**src/rtl/up_down_counter_param.sv**
```systemverilog
// Synchronous up/down counter with configurable width, modulus and wrap/saturate
// behaviour. Synchronous clear and load, a count enable, and a registered wrap pulse.
module up_down_counter_param #(
  parameter int unsigned     WIDTH    = 3,
  parameter longint unsigned MODULUS  = 64'd1 << WIDTH,
  parameter bit              SATURATE = 1'b0
) (
  input  logic             clk,
  input  logic             rst_n,
  input  logic             en,
  input  logic             m,
  input  logic             clr,
  input  logic             load,
  input  logic [WIDTH-1:0] load_val,
  output logic [WIDTH-1:0] count,
  output logic [WIDTH-1:0] count_n,
  output logic             tc,
  output logic             wrap
);

  // Top of the count range, truncated to WIDTH bits so that a full-range modulus
  // yields all-ones and the natural overflow matches the explicit wrap.
  localparam logic [WIDTH-1:0] MAX_VAL = WIDTH'(MODULUS - 64'd1);

  logic             at_max;
  logic             at_zero;
  logic [WIDTH-1:0] load_clamped;
  logic [WIDTH-1:0] count_step;
  logic [WIDTH-1:0] count_next;
  logic             wrap_next;

  assign at_max  = (count == MAX_VAL);
  assign at_zero = (count == '0);
  assign tc      = m ? at_max : at_zero;
  assign count_n = ~count;

  always_comb begin
    load_clamped = (load_val > MAX_VAL) ? MAX_VAL : load_val;
    count_step   = m ? (count + WIDTH'(1)) : (count - WIDTH'(1));
  end

  // clr > load > en > hold; the terminal case either wraps or holds.
  always_comb begin
    count_next = count;
    wrap_next  = 1'b0;
    if (clr) begin
      count_next = '0;
    end else if (load) begin
      count_next = load_clamped;
    end else if (en) begin
      if (tc) begin
        wrap_next = 1'b1;
        if (!SATURATE) begin
          count_next = m ? '0 : MAX_VAL;
        end
      end else begin
        count_next = count_step;
      end
    end
  end

  always_ff @(posedge clk or negedge rst_n) begin
    if (!rst_n) begin
      count <= '0;
      wrap  <= 1'b0;
    end else begin
      count <= count_next;
      wrap  <= wrap_next;
    end
  end

endmodule
```
**config.mk**
```make
export PLATFORM = sky130hd
export DESIGN_NAME = up_down_counter_param
export DESIGN_NICKNAME = d
export VERILOG_FILES = /design/src/rtl/up_down_counter_param.sv
export SDC_FILE = /design/constraint.sdc
export NUM_CORES = 1
export LEC_CHECK = 0
export CAP_MARGIN = 15
export CORE_AREA = 4 4 41 43
export CTS_CLUSTER_DIAMETER = 80
export DETAILED_ROUTE_END_ITERATION = 8
export DIE_AREA = 0 0 45 47
export SLEW_MARGIN = 10
export SYNTH_ARGS = -nofsm -noshare
export SYNTH_HDL_FRONTEND = slang
export SYNTH_SLANG_ARGS = --single-unit
```
**constraint.sdc**
```tcl
create_clock -name clk -period 2.23 [get_ports clk]
set_input_delay 0.446 -clock clk [delete_from_list [all_inputs] [get_ports clk]]
set_output_delay 0.446 -clock clk [all_outputs]
set_load 0.02 [all_outputs]
```
After elaboration in Yosys (flattened, before gate mapping)
Cells that the tools add are included.

storage, ports and cells
  register bits after elaboration = 4
  bits of input ports = 9
  output and inout bits = 8
  word-level logic and storage cells = 21

operators by class
  $add $sub $neg = 2
  magnitude comparators = 1
  equality and inequality tests = 1
  muxes and demuxes = 12
  bitwise logic cells = 1
  reduce and logical (&&, ||, !) cells = 2

operator list
  kind                                                   count
  2-to-1 mux 3 bit                                       7
  2-to-1 mux 1 bit                                       5
  adder 3 x 1 -> 3 bit (second input constant)           1
  equality test 3 bit (second input constant)            1
  greater-than comparator 3 bit (second input constant)  1
  logical NOT 3 bit                                      1
  NOT 3 bit                                              1
  nonzero test 3 bit                                     1
  subtractor 3 x 1 -> 3 bit (second input constant)      1

Logic depth before layout (Yosys ltp)
Gate-level depths: netlist of run 1.

  depth after elaboration = 6
  gate-level depth with buffers = 5
  mapped depth without buffers = 5

Worst setup path after synthesis of run 1
No wires, ideal clock.

  path kind = flip-flop to flip-flop
  start = reg count[0]
  end = reg count[2]
  setup time = 0.132 ns
  data arrival time = 1.711 ns
  path slack = 0.387 ns
  stages on the path, launching flop included = 6
  buffers on the path = 0
  clock period less this slack = 1.843 ns
  cell sequence = dfrtp_1 inv_1 fa_1 and4b_2 nor3_1 a211oi_2

between the ends
  longest elaborated chain between the ends = 6

RTL lines
  what                                                         line    text
  from (decl)                                                  15      output logic [WIDTH-1:0] count,
  from (signal assigned)                                       67      count <= count_next;
  subtractor 3 x 1 -> 3 bit, or another cell as far along      39      count_step = m ? (count + WIDTH'(1)) : (count - WIDTH'(1));
  2-to-1 mux 3 bit / 2-to-1 mux 1 bit (equally long branches)  39, 34
  2-to-1 mux 3 bit *                                           51      if (tc) begin
  2-to-1 mux 3 bit *                                           50      end else if (en) begin
  2-to-1 mux 3 bit *                                           48      end else if (load) begin
  2-to-1 mux 3 bit *                                           46      if (clr) begin

Every way passes the cells marked *; elsewhere a longest branch is shown, timed or not. The select of a mux whose other input is x is not followed.
A chain may end at the register's enable or synchronous reset.

Worst setup path in the final report of run 1
  start = in m
  end = out tc

between the ends
  longest elaborated chain between the ends = 1

RTL lines
  what              line  text
  from (decl)       11    input logic m,
  2-to-1 mux 1 bit  34    assign tc = m ? at_max : at_zero;
  to (decl)         17    output logic tc,

No other way between the ends.

==> flow_summary_export.csv, run 1 <==
group,metric,value,unit
clock_tree,worstSkewPairLatency,0.23,ns
finish,layout.cells.non_filler,67,
pwr,p_leak,0.217,nW
finish,final_area,529,sq um
clock_tree,htreeDepth,1,
route,first_pass_iters,3,
clock_tree,numCtsBuffers,3,
global_routing,grtUsageTotal,0.0808,
synthesis,yosys-top-cells-count,"dfrtp_1 (4), inv_1 (3), o21ai_0 (3)",
sta,drv_slew,0,
route,num_vias,313,
critical_path,cp-end-kind,"output pin",
finish,area_growth,69.2,%
critical_path,worst_setup_path_start_kind,"input port",
floorplanning,rows,13,
synthesis,synth_area_leaders,"dfrtp_1 (32%), nor4_4 (6.8%), fa_1 (6.4%)",
pwr,p_total,0.281,mW
critical_path,cp_slowest_cell,"clkdlybuf4s50_1",
sta,tightest_slew,0.322,ns
critical_path,cp_data_required_time,1.78,ns
route,ant_nets,0,
floorplanning,core,1300,sq um
critical_path,crit_arrival,1.66,ns
route,routed_wl,789,um
critical_path,path_delay_family,"buffers and inverters",
sta,rsz0062_at_grt,"no",
clock_tree,post_cts_buffers,0,
synthesis,synth_seq_cells,4,
sta,setup_violations,0,
min_path,min_path_type,"in -> async",
critical_path,critPathKind,"in -> out",
placement,io_buffers,16,
synthesis,yosysWarnings,0,
synthesis,synth_edf_count,0,
floorplanning,ios,17,
synthesis,syn_area_per_cell,10.1,sq um
clock_tree,clock-sinks,4,
clock_tree,cts_tree,"yes",
run_status,status,"completed",
placement,place_hpwl,638,um
floorplanning,die_height,47,um
sta,fmax,474,MHz
clock_tree,clk_pin_slew,0.03,ns
pwr,p_per_area,531,nW/um^2
floorplanning,dieArea,2120,sq um
finish,drive_above_1_share,0.173,
flow_run,drv_cap,0,
critical_path,cpPeakStageDelay,0.47,ns
critical_path,crit_chain,"clkdlybuf4s50_1 > nor4_4 > a41o_1 > clkdlybuf4s15_1",
synthesis,synth_fp_nets,41,
floorplanning,initial_core_util,0.240,
sta,finalCritPeriodShare,0.947,
critical_path,cp_max_fo,3,
global_routing,grt_pass1_wl,1210,um
synthesis,yosysMostFrequentCell,"dfrtp_1",
finish,final_nets,64,
route,drc,0,
clock_tree,max-clock-path-buffers,2,
global_routing,grt_pass1_vias,296,
synthesis,yosys.area.top_type_share,0.320,
sta,skew,0.00185,ns
placement,placed_cells_incl_taps,64,
critical_path,r2r_setup_slack,0.52,ns
synthesis,seq_area_frac_synth,0.320,
synthesis,synth-async-reset-ratio,1.00,
critical_path,critPathBufInv,2,
placement,post_dp_cell_area,507,sq um
route,initialDrtViolationCount,1,
clock_tree,cts.hold.buffers_added,0,
global_routing,antenna_found_initial,0,
global_routing,overflow,0,
sta,slew_headroom,0.785,
synthesis,synthCells,31,
route,wl_per_cell,11.8,um
clock_tree,cts_root_buf,"clkbuf_4",
synthesis,ys_types,20,
global_routing,grt_max_degree,10,
route,vias_per_cell,4.67,
placement,place_congestion,0.690,
synthesis,ys.flop_type,"dfrtp_1",
synthesis,syn_area,313,sq um
finish,antenna_cells,0,
synthesis,synth_largest_area_cell,"dfrtp_1",
sta,fin_setup_tns,0,ns
pwr,irDropWorstVdd,0.253,mV
sta,hold_viol,0,
sta,period_needed,2.11,ns
floorplanning,fp.dieW,45,um
[through the flow]
step / utilization / worst slack (ns) / hold slack [ns]
2_1_floorplan: - / 0.387 / 0.150
3_3_place_gp: 0.389 / -0.146 / 0.658
3_5_place_dp: 0.389 / -0.189 / 0.666
4_1_cts: 0.406 / 0.0735 / 0.416
5_1_grt: 0.407 / 0.0211 / 0.427
6_report: 0.407 / 0.119 / 0.418
[final cells by class]
cell class                      count  area, sq um
Clock buffer                        3         22.5
Fill cell                         143          772
Inverter                            3         11.3
Multi-Input combinational cell     24          201
Sequential cell                     4          100
Tap cell                           15         18.8
Timing Repair Buffer               18          175
[layout by cell type, fill, tap and decap left out, drive strengths merged]
cell type / Yosys / final
a41o: 1 / 1
nand2b: 2 / 2
and3b: 1 / 1
dfrtp: 4 / 4
a211oi: 1 / 1
o31ai: 1 / 1
o21ai: 4 / 4
nor3b: 1 / 1
nand3b: 1 / 1
fa: 1 / 1
nor2: 2 / 2
clkdlybuf4s15: 0 / 1
o22ai: 1 / 1
clkdlybuf4s50: 0 / 15
a31oi: 1 / 1
and4b: 1 / 1
nor4: 1 / 1
mux2i: 1 / 1
inv: 3 / 3
xor2: 2 / 2
buf: 0 / 2
nor3: 2 / 2
clkbuf: 0 / 3
[power breakdown]
group	internal (mW)	total [mW]	switching, mW	leakage, nW
Clock	0.0599	0.0851	0.0253	0.0138
Sequential	0.0781	0.0910	0.0129	0.0524
Combinational	0.0567	0.105	0.0484	0.151
Total	0.195	0.281	0.0865	0.217
[final timing paths]
check                         start  endpoint  cells past startpoint
setup / recovery                  m        tc                      4
hold / removal                rst_n      wrap                      1
setup reg to reg           count[0]  count[2]                      5
hold reg to reg            count[1]  count[1]                      2
max in group asynchronous     rst_n  count[0]                      1
min in group clk           count[1]  count[1]                      2
[per-layer routing]
| metal | track usage | vias up | wire (um) |
|---|---|---|---|
| met4 | 0.0351 | 0 | 0 |
| met2 | 0.127 | 13 | 360 |
| li1 | - | 158 | - |
| met5 | 0 | - | 0 |
| met1 | 0.0963 | 142 | 366 |
| met3 | 0.0345 | 0 | 62 |
[cells by family (layout without fill, tap and decap cells)]
logic type	Yosys count	count (layout)	synth area share
and+or+nand+nor	11	11	0.292
AOI/OAI and AO/OA	9	9	0.200
DFF	4	4	0.320
buffers and inverters	3	24	0.0360
xor gates and xnor gates	2	2	0.0560
adders and majority gates	1	1	0.0640
muxes	1	1	0.0320
[flip-flops by register name, summed over array words and instances, names as in the netlist]
register,cells
wrap,1
count,3
[timing repair]
action / in CTS / in global routing
gates resized for setup: 1 / 1
hold endpoints to repair: 0 / 0
pin swaps: 0 / 0
endpoints found under the setup margin: 1 / 1
(Power assumes the default switching activity.)
==> inputs of run 2 (changes only) <==
--- a/config.mk
+++ b/config.mk
@@ -10,6 +10,7 @@
 export CTS_CLUSTER_DIAMETER = 80
 export DETAILED_ROUTE_END_ITERATION = 8
 export DIE_AREA = 0 0 45 47
+export PLACE_DENSITY_LB_ADDON = 0.3
 export SLEW_MARGIN = 10
 export SYNTH_ARGS = -nofsm -noshare
 export SYNTH_HDL_FRONTEND = slang
==> constraint.sdc (replaced) <==
create_clock -name clk -period 2.23 [get_ports clk]
set_input_delay 0.3345 -clock clk [delete_from_list [all_inputs] [get_ports clk]]
set_output_delay 0.3345 -clock clk [all_outputs]
set_load 0.02 [all_outputs]
==> flow_summary_export.csv, run 2 (synthesized netlist as in run 1, its figures left out) <==
group,metric,value,unit
route,first_pass_iters,4,
route,wl_per_cell,11.4,um
clock_tree,numCtsBuffers,3,
pwr,p_leak,0.231,nW
finish,layout.cells.non_filler,67,
finish,fill_cells,139,
floorplanning,die_height,47,um
critical_path,path_delay_family,"buffers and inverters",
critical_path,crit_cells,6,
sta,setup_violations,0,
critical_path,cp_slowest_cell,"clkdlybuf4s50_1",
placement,placed_cells_incl_taps,64,
critical_path,cpPeakStageDelay,0.48,ns
route,ant_nets,0,
critical_path,critPathBufInv,2,
placement,place_hpwl,598,um
pwr,p_total,0.289,mW
placement,place_congestion,0.718,
global_routing,antenna_found_initial,0,
critical_path,worst_setup_path_start_kind,"input port",
global_routing,grt_pass1_vias,269,
floorplanning,ios,17,
placement,io_buffers,16,
finish,final_cell_mix,"clkdlybuf4s50_1 (15), dfrtp_1 (4), inv_1 (3), o21ai_0 (3), clkbuf_4 (3)",
route,vias_per_cell,4.87,
critical_path,critPathKind,"in -> reg",
global_routing,grtUsageTotal,0.0840,
critical_path,r2r_end,"count[2]",
clock_tree,worstSkewPairLatency,0.24,ns
clock_tree,clk_pin_slew,0.04,ns
finish,area_growth,70.0,%
finish,largest_register_ffs,3,
global_routing,overflow,0,
sta,rsz0062_at_grt,"no",
critical_path,crit_arrival,1.99,ns
clock_tree,cts_root_buf,"clkbuf_4",
finish,reg_top3,"count (3), wrap (1)",
clock_tree,max-clock-path-buffers,2,
pwr,irDropWorstVdd,0.258,mV
floorplanning,fp.dieW,45,um
clock_tree,cts_tree,"yes",
route,drc,0,
clock_tree,htreeDepth,1,
sta,hold_viol,0,
sta,finalCritPeriodShare,0.846,
route,num_vias,326,
critical_path,worstRegToRegCells,5,
finish,max_flop_register,"count",
route,routed_wl,763,um
global_routing,grt_pass1_wl,1190,um
clock_tree,post_cts_buffers,0,
clock_tree,clock-sinks,4,
pwr,p_per_area,544,nW/um^2
sta,fmax,530,MHz
finish,final_nets,64,
critical_path,r2r_setup_slack,0.48,ns
floorplanning,initial_core_util,0.240,
sta,period_needed,1.89,ns
min_path,min_path_type,"in -> async",
flow_run,drv_cap,0,
global_routing,grt_max_degree,10,
critical_path,cp_data_required_time,2.34,ns
floorplanning,dieArea,2120,sq um
critical_path,rr_startpoint,"count[0]",
sta,fin_setup_tns,0,ns
critical_path,cp-end-kind,"register",
sta,slew_headroom,0.792,
finish,final_common_cell,"clkdlybuf4s50_1",
run_status,status,"completed",
floorplanning,rows,13,
sta,skew,0.00405,ns
route,initialDrtViolationCount,2,
sta,drv_slew,0,
sta,tightest_slew,0.311,ns
critical_path,crit_chain,"clkdlybuf4s50_1 > buf_4 > fa_1 > and4b_2 > nor3_1 > a211oi_2",
finish,drive_above_1_share,0.173,
critical_path,cp_max_fo,6,
finish,antenna_cells,0,
floorplanning,core,1300,sq um
[run 2: changes by cell type in the layout (fill, tap and decap cells not counted)]
cell	previous run	this run
clkdlybuf4s15_1	1	0
dlymetal6s2s_1	0	1
[run 2: final cells by class]
cell class / instances / area (sq um) / area share
repair buffers: 18 / 178 / 0.334
inverters: 3 / 11.3 / 0.0212
multi-input cells: 24 / 201 / 0.379
flip-flops and latches: 4 / 100 / 0.188
clock buffers: 3 / 22.5 / 0.0424
well taps: 15 / 18.8 / 0.0353
[run 2: worst register-to-register path, cell delays in order (launching register included)]
cell      delay [ns]
dfrtp_1         0.51
inv_1           0.12
fa_1            0.46
and4b_2         0.23
nor3_1          0.19
a211oi_2        0.10
[run 2: stage by stage]
step | setup WS, ns | cell area (sq um) | util | hold slack (ns)
5_1_grt | 0.298 | 532 | 0.409 | 0.296
4_1_cts | 0.0331 | 529 | 0.407 | 0.288
2_1_floorplan | 0.387 | 313 | - | 0.0389
3_5_place_dp | 0.0404 | 507 | 0.389 | 0.547
6_report | 0.344 | 532 | 0.409 | 0.293
3_3_place_gp | 0.0750 | 507 | 0.389 | 0.547
[run 2: worst max-delay path by stage]
stage / slack, ns / endpoint / startpoint
2_1_floorplan: 0.39 / count[2] / count[0]
3_3_place_gp: 0.07 / tc / m
3_5_place_dp: 0.04 / tc / m
4_1_cts: 0.03 / tc / m
5_1_grt: 0.30 / count[2] / m
6_report: 0.34 / count[2] / m
[run 2: routing by layer]
metal  routed length, um  track usage  part of all wire  vias to the layer above
li1                    -            -                 -                      159
met1                 333        0.101              0.44                      146
met2                 322        0.116              0.42                       19
met3                  99       0.0345              0.13                        2
met4                   8       0.0702             0.010                        0
met5                   0            0                 0                        -
[run 2: report_power, final]
group / leakage, nW / internal (mW) / switching, mW
Clock: 0.0138 / 0.0604 / 0.0328
Combinational: 0.164 / 0.0575 / 0.0482
Sequential: 0.0524 / 0.0780 / 0.0126
[run 2: repair_timing]
action | in CTS | in global routing
gates resized for setup | 0 | 1
hold buffers | 0 | 0
setup endpoints to repair | 0 | 1
==> inputs of run 3 (changes only) <==
==> constraint.sdc (replaced) <==
create_clock -name clk -period 1.7 [get_ports clk]
set_input_delay 0.255 -clock clk [delete_from_list [all_inputs] [get_ports clk]]
set_output_delay 0.255 -clock clk [all_outputs]
set_load 0.02 [all_outputs]
==> flow_summary_export.csv, run 3 (synthesized netlist as in run 1, its figures left out) <==
group,metric,value,unit
pwr,irDropWorstVdd,0.517,mV
global_routing,antenna_found_initial,0,
finish,final_common_cell,"clkdlybuf4s50_1",
placement,place_ws,-0.318,ns
global_routing,grt_pass1_wl,1240,um
finish,final_area,564,sq um
route,ant_nets,0,
clock_tree,htreeDepth,1,
floorplanning,fp.dieW,45,um
sta,finalCritPeriodShare,0.965,
critical_path,crit_arrival,1.39,ns
floorplanning,dieArea,2120,sq um
sta,hold_viol,0,
sta,setup_violations,0,
finish,layout.cells.non_filler,70,
pwr,p_leak,0.242,nW
run_status,status,"completed",
flow_run,drv_cap,0,
min_path,min_path_type,"in -> async",
floorplanning,die_height,47,um
sta,tightest_slew,0.255,ns
placement,io_buffers,16,
floorplanning,initial_core_util,0.240,
floorplanning,ios,17,
critical_path,cp-end-kind,"output pin",
pwr,p_per_area,675,nW/um^2
placement,place_congestion,0.769,
route,vias_per_cell,4.90,
placement,placed_cells_incl_taps,67,
global_routing,grt_pass1_vias,315,
clock_tree,post_cts_buffers,0,
clock_tree,cts_root_buf,"clkbuf_4",
critical_path,crit_start,"count[2]",
finish,final_cell_mix,"clkdlybuf4s50_1 (11), buf_4 (4), o21ai_0 (3), clkbuf_4 (3)",
clock_tree,max-clock-path-buffers,2,
clock_tree,worstSkewPairLatency,0.23,ns
clock_tree,numCtsBuffers,3,
critical_path,cp_max_fo,8,
clock_tree,cts.hold.buffers_added,0,
route,drc,0,
clock_tree,clock-sinks,4,
sta,skew,0.00410,ns
floorplanning,core,1300,sq um
floorplanning,rows,13,
finish,final_nets,67,
sta,rsz0062_at_grt,"no",
critical_path,cp_data_required_time,1.44,ns
clock_tree,clk_pin_slew,0.04,ns
critical_path,critPathKind,"reg -> out",
sta,worst_slack,0.0594,ns
finish,antenna_cells,0,
sta,whs,0.223,ns
route,num_vias,343,
placement,place_hpwl,621,um
finish,area_growth,80.4,%
route,initialDrtViolationCount,8,
sta,fmax,610,MHz
sta,period_needed,1.64,ns
route,routed_wl,798,um
global_routing,grtUsageTotal,0.0840,
placement,post_dp_cell_area,532,sq um
critical_path,worst_setup_path_start_kind,"register",
route,first_pass_iters,4,
sta,slew_headroom,0.829,
global_routing,grt_max_degree,9,
critical_path,rr_startpoint,"count[1]",
finish,max_flop_register,"count",
finish,largest_register_ffs,3,
finish,drive_above_1_share,0.309,
pwr,p_total,0.381,mW
finish,reg_top3,"count (3), wrap (1)",
clock_tree,cts_tree,"yes",
route,wl_per_cell,11.4,um
global_routing,overflow,0,
sta,drv_slew,0,
[run 3: cell count changes in the layout (fill, tap and decap cells not counted), moves of 2 or more]
cell / delta
buf_4: +2
clkdlybuf4s50_1: -4
dlygate4sd2_1: +2
dfrtp_2: +2
dfrtp_1: -2
[run 3: worst paths after layout]
| check | to | slack [ns] | cells past startpoint |
|---|---|---|---|
| worst min register to register | count[1] | 0.74 | 3 |
| worst max register to register | count[1] | 0.14 | 6 |
| min in group clk | count[1] | 0.60 | 3 |
| worst min-delay path | count[2] | 0.22 | 1 |
| worst max-delay path | count[2] | 0.06 | 2 |
| max in group asynchronous | count[0] | 1.29 | 1 |
[run 3: power by group]
part	leakage [nW]	internal, mW	total (mW)	switching [mW]
registers	0.0497	0.103	0.114	0.0108
logic	0.178	0.0813	0.153	0.0722
clock network	0.0138	0.0786	0.113	0.0345
total	0.242	0.263	0.381	0.117
[run 3: layout make-up]
type / count / area, sq um
multi-input cells: 24 / 204
well taps: 15 / 18.8
flip-flops and latches: 4 / 103
repair buffers: 21 / 205
fillers: 136 / 737
inverters: 3 / 11.3
clock buffers: 3 / 22.5
[run 3: critical path, cell delays in order (launching register included)]
cell and delay [ns]:
dfrtp_1 0.38, buf_4 0.17, clkdlybuf4s50_1 0.60
[run 3: metal layers]
layer  routed length, um  vias up  track usage  share of wire
met5                   0        -            0              0
met4                   0        0       0.0175              0
met3                 110        0       0.0613           0.14
met2                 352       22        0.127           0.44
met1                 335      157       0.0963           0.42
li1                    -      164            -              -
[run 3: repair_timing]
| item | in CTS | in global routing |
|---|---|---|
| setup endpoints to repair | 4 | 4 |
| gates cloned | 0 | 0 |
| hold endpoints to repair | 0 | 0 |
| pin swaps | 0 | 1 |
| gates resized for setup | 6 | 4 |
[run 3: stage by stage]
stage | utilization | setup TNS [ns]
CTS | 0.427 | 0
global placement | 0.409 | -0.852
finish | 0.434 | 0
floorplan | - | 0
detailed placement | 0.409 | -0.841
global route | 0.434 | 0
